### src/rtl/fpga_tg_cfg_regfile.sv
// -----------------------------------------------------------------------------
// fpga_picobello_pkg / fpga_tg_cfg_regfile
//
// Purpose: AXI4-Lite slave register file, driven by the FPGA host. It keeps one
// tg_cfg_t per traffic generator, issues one-cycle start pulses, and collects
// per-generator busy / sticky-done status so the host can poll completion.
//
// Channel handshake: a beat transfers on a rising clk_i edge where both valid
// and ready are high; a source holds valid and payload stable until that edge.
// Ready may be asserted before valid. Responses (bvalid/rvalid) stay high with
// a stable payload until the matching ready is seen at a clock edge.
//
// Ports:
//   clk_i          clock
//   rst_i          synchronous reset, active-high
//   axi_lite_req_i host AXI4-Lite request (32b address / data)
//   axi_lite_rsp_o host AXI4-Lite response
//   tg_cfg_o       per-generator configuration, registered
//   tg_start_o     one-cycle start pulse per generator
//   tg_busy_i      generator running
//   tg_done_i      one-cycle completion pulse per generator
//
// Bank layout (32b registers, 64b fields split lo/hi):
//   0x00 PORT_IDS [3:0] traffic_gen_port_id, [7:4] mem_port_id
//   0x08/0x0C TG_BASE   0x10/0x14 MEM_BASE   0x18/0x1C TRAFFIC_DIM
//   0x20/0x24 COMPUTE_DIM   0x28/0x2C IDX
//   0x30 CTRL   write bit0=1 starts the generator, reads 0
//   0x34 STATUS bit0 busy (RO), bit1 sticky done (W1C)
// -----------------------------------------------------------------------------
package fpga_picobello_pkg;

   localparam int unsigned NumTrafficGenerators = 3;

   typedef struct packed {
      logic [31:0] aw_addr;
      logic        aw_valid;
      logic [31:0] w_data;
      logic [3:0]  w_strb;
      logic        w_valid;
      logic        b_ready;
      logic [31:0] ar_addr;
      logic        ar_valid;
      logic        r_ready;
   } axi_lite_host_req_t;

   typedef struct packed {
      logic        aw_ready;
      logic        w_ready;
      logic [1:0]  b_resp;
      logic        b_valid;
      logic        ar_ready;
      logic [31:0] r_data;
      logic [1:0]  r_resp;
      logic        r_valid;
   } axi_lite_host_rsp_t;

   typedef struct packed {
      logic [3:0]  traffic_gen_port_id;
      logic [3:0]  mem_port_id;
      logic [63:0] traffic_gen_addr_base;
      logic [63:0] mem_addr_base;
      logic [63:0] traffic_dim;
      logic [63:0] compute_dim;
      logic [63:0] idx;
   } tg_cfg_t;

   typedef enum logic { W_IDLE, W_RESP } wr_state_e;
   typedef enum logic { R_IDLE, R_RESP } rd_state_e;

endpackage

module fpga_tg_cfg_regfile
   import fpga_picobello_pkg::*;
#(
   parameter int unsigned NumTg      = fpga_picobello_pkg::NumTrafficGenerators,
   parameter int unsigned BankStride = 32'h40
) (
   input  logic                         clk_i,
   input  logic                         rst_i,
   input  axi_lite_host_req_t           axi_lite_req_i,
   output axi_lite_host_rsp_t           axi_lite_rsp_o,
   output tg_cfg_t [NumTg-1:0]          tg_cfg_o,
   output logic    [NumTg-1:0]          tg_start_o,
   input  logic    [NumTg-1:0]          tg_busy_i,
   input  logic    [NumTg-1:0]          tg_done_i
);

   localparam int unsigned OffW     = $clog2(BankStride);
   localparam int unsigned IdxW     = (NumTg > 1) ? $clog2(NumTg) : 1;
   localparam int unsigned NumSlots = 1 << IdxW;

   localparam logic [1:0] RespOkay   = 2'b00;
   localparam logic [1:0] RespSlverr = 2'b10;

   typedef logic [IdxW-1:0] bank_t;

   typedef enum logic [3:0] {
      RS_PORT, RS_TG_LO, RS_TG_HI, RS_MEM_LO, RS_MEM_HI, RS_TD_LO, RS_TD_HI,
      RS_CD_LO, RS_CD_HI, RS_IDX_LO, RS_IDX_HI, RS_CTRL, RS_STATUS, RS_NONE
   } reg_sel_e;

   // word is the 32b register index inside a bank (byte offset / 4)
   function automatic reg_sel_e decode_sel(input int unsigned word);
      reg_sel_e sel;
      case (word)
         0:       sel = RS_PORT;
         2:       sel = RS_TG_LO;
         3:       sel = RS_TG_HI;
         4:       sel = RS_MEM_LO;
         5:       sel = RS_MEM_HI;
         6:       sel = RS_TD_LO;
         7:       sel = RS_TD_HI;
         8:       sel = RS_CD_LO;
         9:       sel = RS_CD_HI;
         10:      sel = RS_IDX_LO;
         11:      sel = RS_IDX_HI;
         12:      sel = RS_CTRL;
         13:      sel = RS_STATUS;
         default: sel = RS_NONE;
      endcase
      return sel;
   endfunction

   function automatic logic [31:0] merge(input logic [31:0] old_v,
                                         input logic [31:0] new_v,
                                         input logic [3:0]  strb);
      logic [31:0] res;
      for (int i = 0; i < 4; i++) begin
         res[i*8 +: 8] = strb[i] ? new_v[i*8 +: 8] : old_v[i*8 +: 8];
      end
      return res;
   endfunction

   // ---------------------------------------------------------------- state
   wr_state_e               wr_state_q;
   logic                    aw_held_q, w_held_q;
   logic [31:0]             aw_addr_q, w_data_q;
   logic [3:0]              w_strb_q;
   logic [1:0]              bresp_q;
   rd_state_e               rd_state_q;
   logic [31:0]             rdata_q;
   logic [1:0]              rresp_q;
   tg_cfg_t [NumTg-1:0]     cfg_q, cfg_d;
   logic    [NumTg-1:0]     start_q, start_d;
   logic    [NumTg-1:0]     done_q, done_d, done_clr;

   // Busy padded to a power of two so any decoded bank index selects safely.
   logic [NumSlots-1:0]     busy_pad;
   assign busy_pad = NumSlots'(tg_busy_i);

   // ---------------------------------------------------------- write decode
   logic        aw_fire, w_fire, commit;
   logic [31:0] wr_addr, wr_data;
   logic [3:0]  wr_strb;
   bank_t       wr_bank;
   logic        wr_bank_ok, wr_cfg, wr_busy, wr_start, wr_err, wr_ok;
   reg_sel_e    wr_sel;

   always_comb begin
      aw_fire    = (wr_state_q == W_IDLE) && !aw_held_q && axi_lite_req_i.aw_valid;
      w_fire     = (wr_state_q == W_IDLE) && !w_held_q  && axi_lite_req_i.w_valid;
      // AW and W may land in either order; commit once both are available.
      commit     = (wr_state_q == W_IDLE) && (aw_held_q || aw_fire) && (w_held_q || w_fire);
      wr_addr    = aw_held_q ? aw_addr_q : axi_lite_req_i.aw_addr;
      wr_data    = w_held_q  ? w_data_q  : axi_lite_req_i.w_data;
      wr_strb    = w_held_q  ? w_strb_q  : axi_lite_req_i.w_strb;
      wr_bank    = wr_addr[OffW +: IdxW];
      wr_bank_ok = 32'(wr_bank) < NumTg;
      wr_sel     = decode_sel(32'(wr_addr[OffW-1:2]));
      wr_cfg     = (wr_sel != RS_CTRL) && (wr_sel != RS_STATUS) && (wr_sel != RS_NONE);
      wr_busy    = busy_pad[wr_bank];
      wr_start   = (wr_sel == RS_CTRL) && wr_strb[0] && wr_data[0];
      wr_err     = !wr_bank_ok || (wr_sel == RS_NONE) || ((wr_cfg || wr_start) && wr_busy);
      wr_ok      = commit && !wr_err;
   end

   // ------------------------------------------------------ register update
   always_comb begin
      cfg_d    = cfg_q;
      start_d  = '0;
      done_clr = '0;
      for (int b = 0; b < NumTg; b++) begin
         if (wr_ok && (wr_bank == bank_t'(b))) begin
            case (wr_sel)
               RS_PORT: begin
                  if (wr_strb[0]) begin
                     cfg_d[b].traffic_gen_port_id = wr_data[3:0];
                     cfg_d[b].mem_port_id         = wr_data[7:4];
                  end
               end
               RS_TG_LO:  cfg_d[b].traffic_gen_addr_base[31:0]  = merge(cfg_q[b].traffic_gen_addr_base[31:0],  wr_data, wr_strb);
               RS_TG_HI:  cfg_d[b].traffic_gen_addr_base[63:32] = merge(cfg_q[b].traffic_gen_addr_base[63:32], wr_data, wr_strb);
               RS_MEM_LO: cfg_d[b].mem_addr_base[31:0]          = merge(cfg_q[b].mem_addr_base[31:0],          wr_data, wr_strb);
               RS_MEM_HI: cfg_d[b].mem_addr_base[63:32]         = merge(cfg_q[b].mem_addr_base[63:32],         wr_data, wr_strb);
               RS_TD_LO:  cfg_d[b].traffic_dim[31:0]            = merge(cfg_q[b].traffic_dim[31:0],            wr_data, wr_strb);
               RS_TD_HI:  cfg_d[b].traffic_dim[63:32]           = merge(cfg_q[b].traffic_dim[63:32],           wr_data, wr_strb);
               RS_CD_LO:  cfg_d[b].compute_dim[31:0]            = merge(cfg_q[b].compute_dim[31:0],            wr_data, wr_strb);
               RS_CD_HI:  cfg_d[b].compute_dim[63:32]           = merge(cfg_q[b].compute_dim[63:32],           wr_data, wr_strb);
               RS_IDX_LO: cfg_d[b].idx[31:0]                    = merge(cfg_q[b].idx[31:0],                    wr_data, wr_strb);
               RS_IDX_HI: cfg_d[b].idx[63:32]                   = merge(cfg_q[b].idx[63:32],                   wr_data, wr_strb);
               RS_CTRL: begin
                  if (wr_start) begin
                     start_d[b]  = 1'b1;
                     done_clr[b] = 1'b1;
                  end
               end
               RS_STATUS: begin
                  if (wr_strb[0] && wr_data[1]) done_clr[b] = 1'b1;
               end
               default: ;
            endcase
         end
      end
      // A completion pulse in the same cycle as a clear must not be lost.
      done_d = (done_q & ~done_clr) | tg_done_i;
   end

   // ---------------------------------------------------------- write FSM
   always_ff @(posedge clk_i) begin
      if (rst_i) begin
         wr_state_q <= W_IDLE;
         aw_held_q  <= 1'b0;
         w_held_q   <= 1'b0;
         aw_addr_q  <= '0;
         w_data_q   <= '0;
         w_strb_q   <= '0;
         bresp_q    <= RespOkay;
         cfg_q      <= '0;
         start_q    <= '0;
         done_q     <= '0;
      end else begin
         cfg_q   <= cfg_d;
         start_q <= start_d;
         done_q  <= done_d;
         case (wr_state_q)
            W_IDLE: begin
               if (commit) begin
                  aw_held_q  <= 1'b0;
                  w_held_q   <= 1'b0;
                  bresp_q    <= wr_err ? RespSlverr : RespOkay;
                  wr_state_q <= W_RESP;
               end else begin
                  if (aw_fire) begin
                     aw_held_q <= 1'b1;
                     aw_addr_q <= axi_lite_req_i.aw_addr;
                  end
                  if (w_fire) begin
                     w_held_q <= 1'b1;
                     w_data_q <= axi_lite_req_i.w_data;
                     w_strb_q <= axi_lite_req_i.w_strb;
                  end
               end
            end
            W_RESP: begin
               if (axi_lite_req_i.b_ready) wr_state_q <= W_IDLE;
            end
            default: wr_state_q <= W_IDLE;
         endcase
      end
   end

   // ----------------------------------------------------------- read path
   bank_t       rd_bank;
   logic        rd_bank_ok, rd_err;
   reg_sel_e    rd_sel;
   logic [31:0] rd_data;

   always_comb begin
      rd_bank    = axi_lite_req_i.ar_addr[OffW +: IdxW];
      rd_bank_ok = 32'(rd_bank) < NumTg;
      rd_sel     = decode_sel(32'(axi_lite_req_i.ar_addr[OffW-1:2]));
      rd_err     = !rd_bank_ok || (rd_sel == RS_NONE);
      rd_data    = '0;
      for (int b = 0; b < NumTg; b++) begin
         if (rd_bank == bank_t'(b)) begin
            case (rd_sel)
               RS_PORT:   rd_data = {24'h0, cfg_q[b].mem_port_id, cfg_q[b].traffic_gen_port_id};
               RS_TG_LO:  rd_data = cfg_q[b].traffic_gen_addr_base[31:0];
               RS_TG_HI:  rd_data = cfg_q[b].traffic_gen_addr_base[63:32];
               RS_MEM_LO: rd_data = cfg_q[b].mem_addr_base[31:0];
               RS_MEM_HI: rd_data = cfg_q[b].mem_addr_base[63:32];
               RS_TD_LO:  rd_data = cfg_q[b].traffic_dim[31:0];
               RS_TD_HI:  rd_data = cfg_q[b].traffic_dim[63:32];
               RS_CD_LO:  rd_data = cfg_q[b].compute_dim[31:0];
               RS_CD_HI:  rd_data = cfg_q[b].compute_dim[63:32];
               RS_IDX_LO: rd_data = cfg_q[b].idx[31:0];
               RS_IDX_HI: rd_data = cfg_q[b].idx[63:32];
               RS_STATUS: rd_data = {30'h0, done_q[b], tg_busy_i[b]};
               default:   rd_data = '0;
            endcase
         end
      end
      if (rd_err) rd_data = '0;
   end

   // Data is captured from the pre-edge register state, so a write committing
   // on the same edge is not visible to this read.
   always_ff @(posedge clk_i) begin
      if (rst_i) begin
         rd_state_q <= R_IDLE;
         rdata_q    <= '0;
         rresp_q    <= RespOkay;
      end else begin
         case (rd_state_q)
            R_IDLE: begin
               if (axi_lite_req_i.ar_valid) begin
                  rdata_q    <= rd_data;
                  rresp_q    <= rd_err ? RespSlverr : RespOkay;
                  rd_state_q <= R_RESP;
               end
            end
            R_RESP: begin
               if (axi_lite_req_i.r_ready) rd_state_q <= R_IDLE;
            end
            default: rd_state_q <= R_IDLE;
         endcase
      end
   end

   // -------------------------------------------------------------- outputs
   always_comb begin
      axi_lite_rsp_o          = '0;
      axi_lite_rsp_o.aw_ready = (wr_state_q == W_IDLE) && !aw_held_q;
      axi_lite_rsp_o.w_ready  = (wr_state_q == W_IDLE) && !w_held_q;
      axi_lite_rsp_o.b_valid  = (wr_state_q == W_RESP);
      axi_lite_rsp_o.b_resp   = bresp_q;
      axi_lite_rsp_o.ar_ready = (rd_state_q == R_IDLE);
      axi_lite_rsp_o.r_valid  = (rd_state_q == R_RESP);
      axi_lite_rsp_o.r_data   = rdata_q;
      axi_lite_rsp_o.r_resp   = rresp_q;
   end

   assign tg_cfg_o   = cfg_q;
   assign tg_start_o = start_q;

   // Address bits outside the bank index / word offset are don't-care.
   logic unused_addr_bits;
   assign unused_addr_bits = ^{wr_addr[1:0], wr_addr[31:OffW+IdxW],
                               axi_lite_req_i.ar_addr[1:0],
                               axi_lite_req_i.ar_addr[31:OffW+IdxW]};

endmodule

### config.mk
export PLATFORM = sky130hd
export DESIGN_NAME = fpga_tg_cfg_regfile
export DESIGN_NICKNAME = d
export VERILOG_FILES = /design/src/rtl/fpga_tg_cfg_regfile.sv
export SDC_FILE = /design/constraint.sdc
export NUM_CORES = 2
export LEC_CHECK = 0
export BUFFER_PORTS_ARGS = -buffer_cell sky130_fd_sc_hd__buf_4
export CAP_MARGIN = 20
export CORE_AREA = 5 5 435 437
export CTS_CLUSTER_DIAMETER = 100
export DETAILED_ROUTE_END_ITERATION = 8
export DIE_AREA = 0 0 440 442
export PLACE_DENSITY = 0.48
export SLEW_MARGIN = 20
export SYNTH_ARGS = -nofsm -noshare
export SYNTH_HDL_FRONTEND = slang
export SYNTH_SLANG_ARGS = --single-unit
### constraint.sdc
create_clock -name clk_i -period 4.5 [get_ports clk_i]
set_clock_uncertainty 0.1 [all_clocks]
set_input_delay 0.9 -clock clk_i [delete_from_list [all_inputs] [get_ports clk_i]]
set_output_delay 0.9 -clock clk_i [all_outputs]
set_load 0.01 [all_outputs]
Yosys cells after proc, flatten, opt, wreduce, memory -nomap -nowiden
Memories as Yosys holds them, arrays and structs flattened.
Cells that the tools add are included.
{ "word_totals": {"inputBits": 113, "regBits": 1074, "mem_count": 2, "ram_bits": 0, "romBits": 128, "latchBits": 0} }
{ "classes": {"reduce_logical": 165, "muxes": 31, "eq_ne": 32, "n_div": 0, "shift": 0, "n_addsub": 0, "multipliers": 0, "magnitude_cmp": 3, "n_bitwise": 9} }
{ "mem_list": {"columns": ["name", "depth", "width", "read_ports", "rd_clocked_by_memory_dff", "wr", "line_no", "rtl"], "rows": [
  ["(name not given)", 16, 4, 1, 0, 0, "105", "case (word)"],
  ["(name not given)", 16, 4, 1, 0, 0, "105", null]
]} }
{ "op_table": {"columns": ["cell", "n"], "rows": [
  ["$pmux W32 S12", 3],
  ["$reduce_and A3 Y1", 125],
  ["$mux W32", 5],
  ["$eq A4 B4 Y1 const B", 11],
  ["$eq A4 B3 Y1 const B", 8],
  ["$eq A4 B2 Y1 const B", 4],
  ["$logic_and A1 B1 Y1", 16],
  ["$mux W1", 15],
  ["$ne A4 B4 Y1 const B", 3],
  ["$eq A4 B1 Y1 const B", 2],
  ["$logic_not A4 Y1", 2],
  ["$mux W8", 1],
  ["$reduce_and A2 Y1", 4],
  ["$logic_or A1 B1 Y1", 6],
  ["$not A1 Y1", 6],
  ["$pmux W1 S2", 3],
  ["$reduce_or A2 Y1", 3],
  ["$logic_not A1 Y1", 5],
  ["$eq A2 B1 Y1 const B", 2],
  ["$eq A2 B2 Y1 const B", 2],
  ["$logic_not A2 Y1", 2],
  ["$lt A2 B2 Y1 const B", 2],
  ["$mux W2", 2],
  ["$mux W4", 1],
  ["6 further kinds", 7]
]} }

Depth between registers and ports, before layout
An unclocked memory read counts as a cell.
{ "logic_depth": {"depth_word": 15, "depth_mapped": 17} }

Worst setup path before layout
No wires, ideal clock.
{ "synth_timing": {"kind": "input port to flip-flop", "from": "input port axi_lite_req_i[4] (netlist name)", "to": "register rdata_q[1]", "path_slack_ps": 382, "path_stages": 13, "t_arrival_ps": 3922, "required_ps": 4305, "cell_sequence": "clkbuf_1 -> inv_1 -> ha_1 -> buf_2 -> nor4_2 -> nor3_2 -> nor4_2 -> buf_2 -> buf_2 -> a22oi_1 -> nand3_1 -> o211ai_1 -> a221oi_1"} }
{ "synth_between": {"elab_chain_len": 7} }
{ "synth_lines": {"columns": ["element", "line_no", "rtl"], "rows": [
  ["from (decl)", "80", "input axi_lite_host_req_t axi_lite_req_i,"],
  ["$mem_v2 Z16 W4 (*)", null, null],
  ["$eq A4 B4 Y1 (tied with other cells)", "276", "case (rd_sel)"],
  ["$pmux W32 S12", "276", null],
  ["$mux W32 (3 in series)", "275", "if (rd_bank == bank_t'(b)) begin"],
  ["$mux W32 (*)", "293", "if (rd_err) rd_data = '0;"],
  ["to (signal assigned)", "307", "rdata_q <= rd_data;"],
  ["to (decl)", "141", "logic [31:0] rdata_q;"]
]} }
Every way passes the cells marked *; elsewhere a longest branch is shown, timed or not.
A chain may end at the register's enable or synchronous reset.

Worst setup path after layout
{ "layout_timing": {"from": "register aw_held_q", "to": "register cfg_q (netlist bit tg_cfg_o[688])"} }
{ "layout_between": {"elab_chain_len": 12} }
{ "layout_lines": {"columns": ["element", "line_no", "rtl"], "rows": [
  ["from (decl)", "136", "logic aw_held_q, w_held_q;"],
  ["from (signal assigned)", "222", "aw_held_q <= 1'b0;"],
  ["from (signal assigned)", "238", "aw_held_q <= 1'b0;"],
  ["from (signal assigned)", "244", "aw_held_q <= 1'b1;"],
  ["$mux W8", "164", "wr_addr = aw_held_q ? aw_addr_q : axi_lite_req_i.aw_addr;"],
  ["$mem_v2 Z16 W4", null, null],
  ["$ne A4 B4 Y1 or $eq A4 B4 Y1 (tied branches)", "170, 172", null],
  ["$logic_and A1 B1 Y1, on equally long branches (2 in series)", "170, 172", null],
  ["$logic_or A1 B1 Y1", "173", "wr_err = !wr_bank_ok || (wr_sel == RS_NONE) || ((wr_cfg || wr_start) && wr_busy);"],
  ["$logic_and A1 B1 Y1", "173", null],
  ["$logic_or A1 B1 Y1", "173", null],
  ["$logic_not A1 Y1", "174", "wr_ok = commit && !wr_err;"],
  ["$logic_and A1 B1 Y1", "174", null],
  ["$logic_and A1 B1 Y1", "183", "if (wr_ok && (wr_bank == bank_t'(b))) begin"],
  ["$reduce_and A3 Y1 (no line) (*)", null, null],
  ["to (signal assigned)", "232", "cfg_q <= cfg_d;"],
  ["to (decl)", "143", "tg_cfg_t [NumTg-1:0] cfg_q, cfg_d;"]
]} }
Every way passes the cells marked *; elsewhere a longest branch is shown, timed or not. The select of a mux whose other input is x is not followed.

==> impl_metrics.env <==
export IMPL_outcome="complete, no violations"
export IMPL_via_per_inst=5.71
export IMPL_floorplan_core_area_um2=185000
export IMPL_post_synth_instance_area_um2=48800
export IMPL_cell_types_occupying_the_most_area_after_synthesis="dfxtp_1 (44%), a211oi_1 (9.1%), mux2i_1 (7.9%)"
export IMPL_r2r_end="tg_cfg_o[688]$_SDFFE_PP0P_"
export IMPL_ctsLongestPathBuffers=3
export IMPL_global_route_wire_length_before_repair_mm=420
export IMPL_top_level_ports=1141
export IMPL_yosysUniqueCellTypes=93
export IMPL_vias_in_the_first_global_route=45800
export IMPL_post_synth_cell_area_avg_um2=9.52
export IMPL_cts_buffers=132
export IMPL_powerDensity_nw_per_um2=356
export IMPL_comb_pwr_share_pct=12.9
export IMPL_synthCells=5122
export IMPL_finalCoreUtilization_pct=35.9
export IMPL_worst_min_delay_path_endpoint="rd_state_q$_SDFF_PP0_"
export IMPL_chipHeight_um=442
export IMPL_worst_endpoint_arrival_ps=4850
export IMPL_timing_critical_path_fanout_max=31
export IMPL_synth_edf_count=0
export IMPL_place_port_buffers=1086
export IMPL_fraction_of_final_layout_cells_with_drive_strength_greater_than_1_pct=31.6
export IMPL_final_seq_area_um2=21400
export IMPL_sequential_share_of_power_pct=40.6
export IMPL_switchingPower_mw=7.05
export IMPL_post_route_min_period_ps=4280
export IMPL_end_kind="flop"
export IMPL_p_sw_share_pct=29.8
export IMPL_grt_remaining_overflow=0
export IMPL_dp_worst_setup_slack_ps=-204
export IMPL_cts_max_level=4
export IMPL_cp_start_kind="flop"
export IMPL_multiInputGateArea_um2=25100
export IMPL_async_reset_ff_share_pct=0
export IMPL_routabilityCongestion=0.947
export IMPL_clk_pin_slew_worst_paths_ps=60
export IMPL_post_layout_total_power_mw=23.6
export IMPL_synthTopCellsByCount="dfxtp_1 (1,070), nor2_1 (1,008), a211oi_1 (593), mux2i_1 (386), clkbuf_1 (295)"
export IMPL_sequential_share_of_the_synthesized_area_pct=43.9
export IMPL_max_clock_freq_ghz=0.233
export IMPL_worst_skew_late_latency_ps=800
export IMPL_critPathKind="reg2reg"
export IMPL_cts_root_buffer="clkbuf_16"
export IMPL_yosys_warnings=0
export IMPL_postLayoutCellArea_um2=66300
export IMPL_design_die_area_um2=194000
export IMPL_clock_power_share_pct=46.5
export IMPL_unrepaired_setup_endpoints_after_global_routing="no"
export IMPL_chipWidth_um=440
export IMPL_rows=158
export IMPL_most_common_cell_in_the_netlist="dfxtp_1"
export IMPL_grt_start_max_net_pins=207
export IMPL_cts_sink_count=1070
export IMPL_worstMarginPinSlew_ps=1170
export IMPL_setup_violations=0
export IMPL_slew_headroom_pct=22.3
export IMPL_ctsHoldBuffers=0
export IMPL_yosys_area_top_type_share_pct=43.9
export IMPL_fin_crit_sh_pct=95.2
export IMPL_leakagePower_nw=24.7
export IMPL_drv_cap=0
export IMPL_vias=50200
export IMPL_synth_ff_latch_count=1070
export IMPL_finalWirelength_mm=318
export IMPL_drt_wirelength_per_cell_um=36.2
export IMPL_dp_hpwl_mm=238
export IMPL_post_cts_setup_buffer_count=0
export IMPL_r2r_cells=10
export IMPL_final_fill_count=19000
export IMPL_final_nets=6315
export IMPL_netlist_top_cell_by_area="dfxtp_1"
export IMPL_rr_startpoint="aw_held_q$_SDFFE_PP0P_"
export IMPL_timing_final_max_slew_violations=0
export IMPL_post_cts_resized=0
export IMPL_post_route_drc_violation_count=0
export IMPL_hold_class="in2reg"
export IMPL_max_vdd_ir_drop_uv=278
export IMPL_report_final_hold_viol_count=0
export IMPL_synth_flop_cell="dfxtp_1"
export IMPL_detailedRoute_firstIterationViolations=6807
export IMPL_start_util_pct=26.4
export IMPL_first_pass_iters=6
export IMPL_grt_total_usage_pct=31.0
export IMPL_timing_hold_worst_path_depth=2
export IMPL_layout_setup_ws_ps=215
export IMPL_number_of_antenna_violations_at_the_first_check_in_global_routing=26
export IMPL_cts_tree="done"
export IMPL_worst_reg2reg_setup_slack_ps=220
export IMPL_areaGrowthSynthToFinish_pct=36.0
export IMPL_power_report_internal_total_mw=16.6
export IMPL_min_delay_start="axi_lite_req_i[0]"
export IMPL_critical_path_required_ps=5070
export IMPL_placement_cell_area_um2=61800
export IMPL_antenna_violating_nets_post_route=0
[cell families after synthesis]
| group | count (synthesis) | synth area share (%) |
|---|---|---|
| compound gates | 1582 | 28.3 |
| xor+xnor | 2 | 0.0513 |
| fa+ha+maj | 10 | 0.251 |
| buf+inv | 573 | 5.77 |
| flops | 1070 | 43.9 |
| mux | 429 | 8.95 |
| other cells | 1 | 0.00769 |
| simple gates | 1455 | 12.8 |
[sequential cells by signal, summed over array words and instances, names as in the netlist, 3 cells and up]
register and flops:
aw_addr_q 6, done_q 3, rdata_q 32, tg_cfg_o 984, tg_start_o 3, w_data_q 32, w_strb_q 4
[power by group through the flow]
stage | sequential [mW] | combinational (mW) | clock (mW)
after floorplan | 9.78 | 1.41 | 0
after global placement | 9.80 | 2.94 | 0
after detailed placement | 9.80 | 2.96 | 0
after CTS | 9.59 | 2.96 | 11.1
after global routing | 9.60 | 3.08 | 11.5
final | 9.59 | 3.05 | 11.0
[metal layers]
metal / up-vias / track usage [%] / share of wire (%)
met4: 4 / 16.5 / 6.6
li1: 21300 / - / -
met5: - / 0 / 0.0085
met1: 25200 / 40.2 / 40
met2: 3085 / 47.5 / 44
met3: 618 / 7.30 / 9.4
[stage by stage]
stage / hold WS [ps] / cells / setup TNS [ps]
floorplan: 336 / 5123 / 0
CTS: 188 / 8771 / 0
detailed placement: 345 / 8535 / -2100
finish: 247 / 8786 / 0
global placement: 338 / 8534 / -248
global route: 219 / 8783 / 0
[final cells by class]
| type | instances | share of cell area [%] |
|---|---|---|
| multi-input cells | 3480 | 37.8 |
| flip-flops and latches | 1070 | 32.3 |
| repair buffers | 1467 | 18.3 |
| clock buffers | 199 | 5.94 |
| well taps | 2480 | 4.68 |
| clock inverters | 37 | 0.732 |
| inverters | 42 | 0.238 |
| diodes | 11 | 0.0415 |
[how the worst max path moves through the flow]
| stage | to | slack [ps] | from |
|---|---|---|---|
| 2_1_floorplan | rdata_q[1]$_SDFFE_PP0P_ | 380 | axi_lite_req_i[4] |
| 3_3_place_gp | rdata_q[20]$_SDFFE_PP0P_ | -200 | axi_lite_req_i[5] |
| 3_5_place_dp | rdata_q[20]$_SDFFE_PP0P_ | -200 | axi_lite_req_i[5] |
| 4_1_cts | tg_cfg_o[688]$_SDFFE_PP0P_ | 280 | aw_held_q$_SDFFE_PP0P_ |
| 5_1_grt | tg_cfg_o[202]$_SDFFE_PP0P_ | 120 | aw_held_q$_SDFFE_PP0P_ |
| 6_report | tg_cfg_o[688]$_SDFFE_PP0P_ | 220 | aw_held_q$_SDFFE_PP0P_ |
[placed cells by master (no fill, tap or decap), drive strengths merged, types with 16 or more instances in the layout]
cell type  count
nor3          23
clkinv        25
nand3         44
o31ai         29
mux2          42
buf         1465
mux2i        387
and2          18
a22o         102
clkbuf       201
a22oi        178
a2111oi       54
a221oi        26
o21ai         47
a21oi        173
nor2        1008
o2111ai       93
nand2        192
nand4         62
dfxtp       1070
a211oi       678
a311oi        50
a222oi        31
inv           47
nor4          22
a31oi         30
or4           16
[worst max-delay path, stage by stage (launching register included)]
cell and delay (ps):
dfxtp_1 510, mux2i_1 550, ha_1 420, nor3_1 160, a211o_1 360, a21o_4 360, buf_12 240, a311oi_4 670
buf_4 370, a21oi_1 100, a311oi_1 300
No activity file was read; power rests on OpenSTA's default activity.
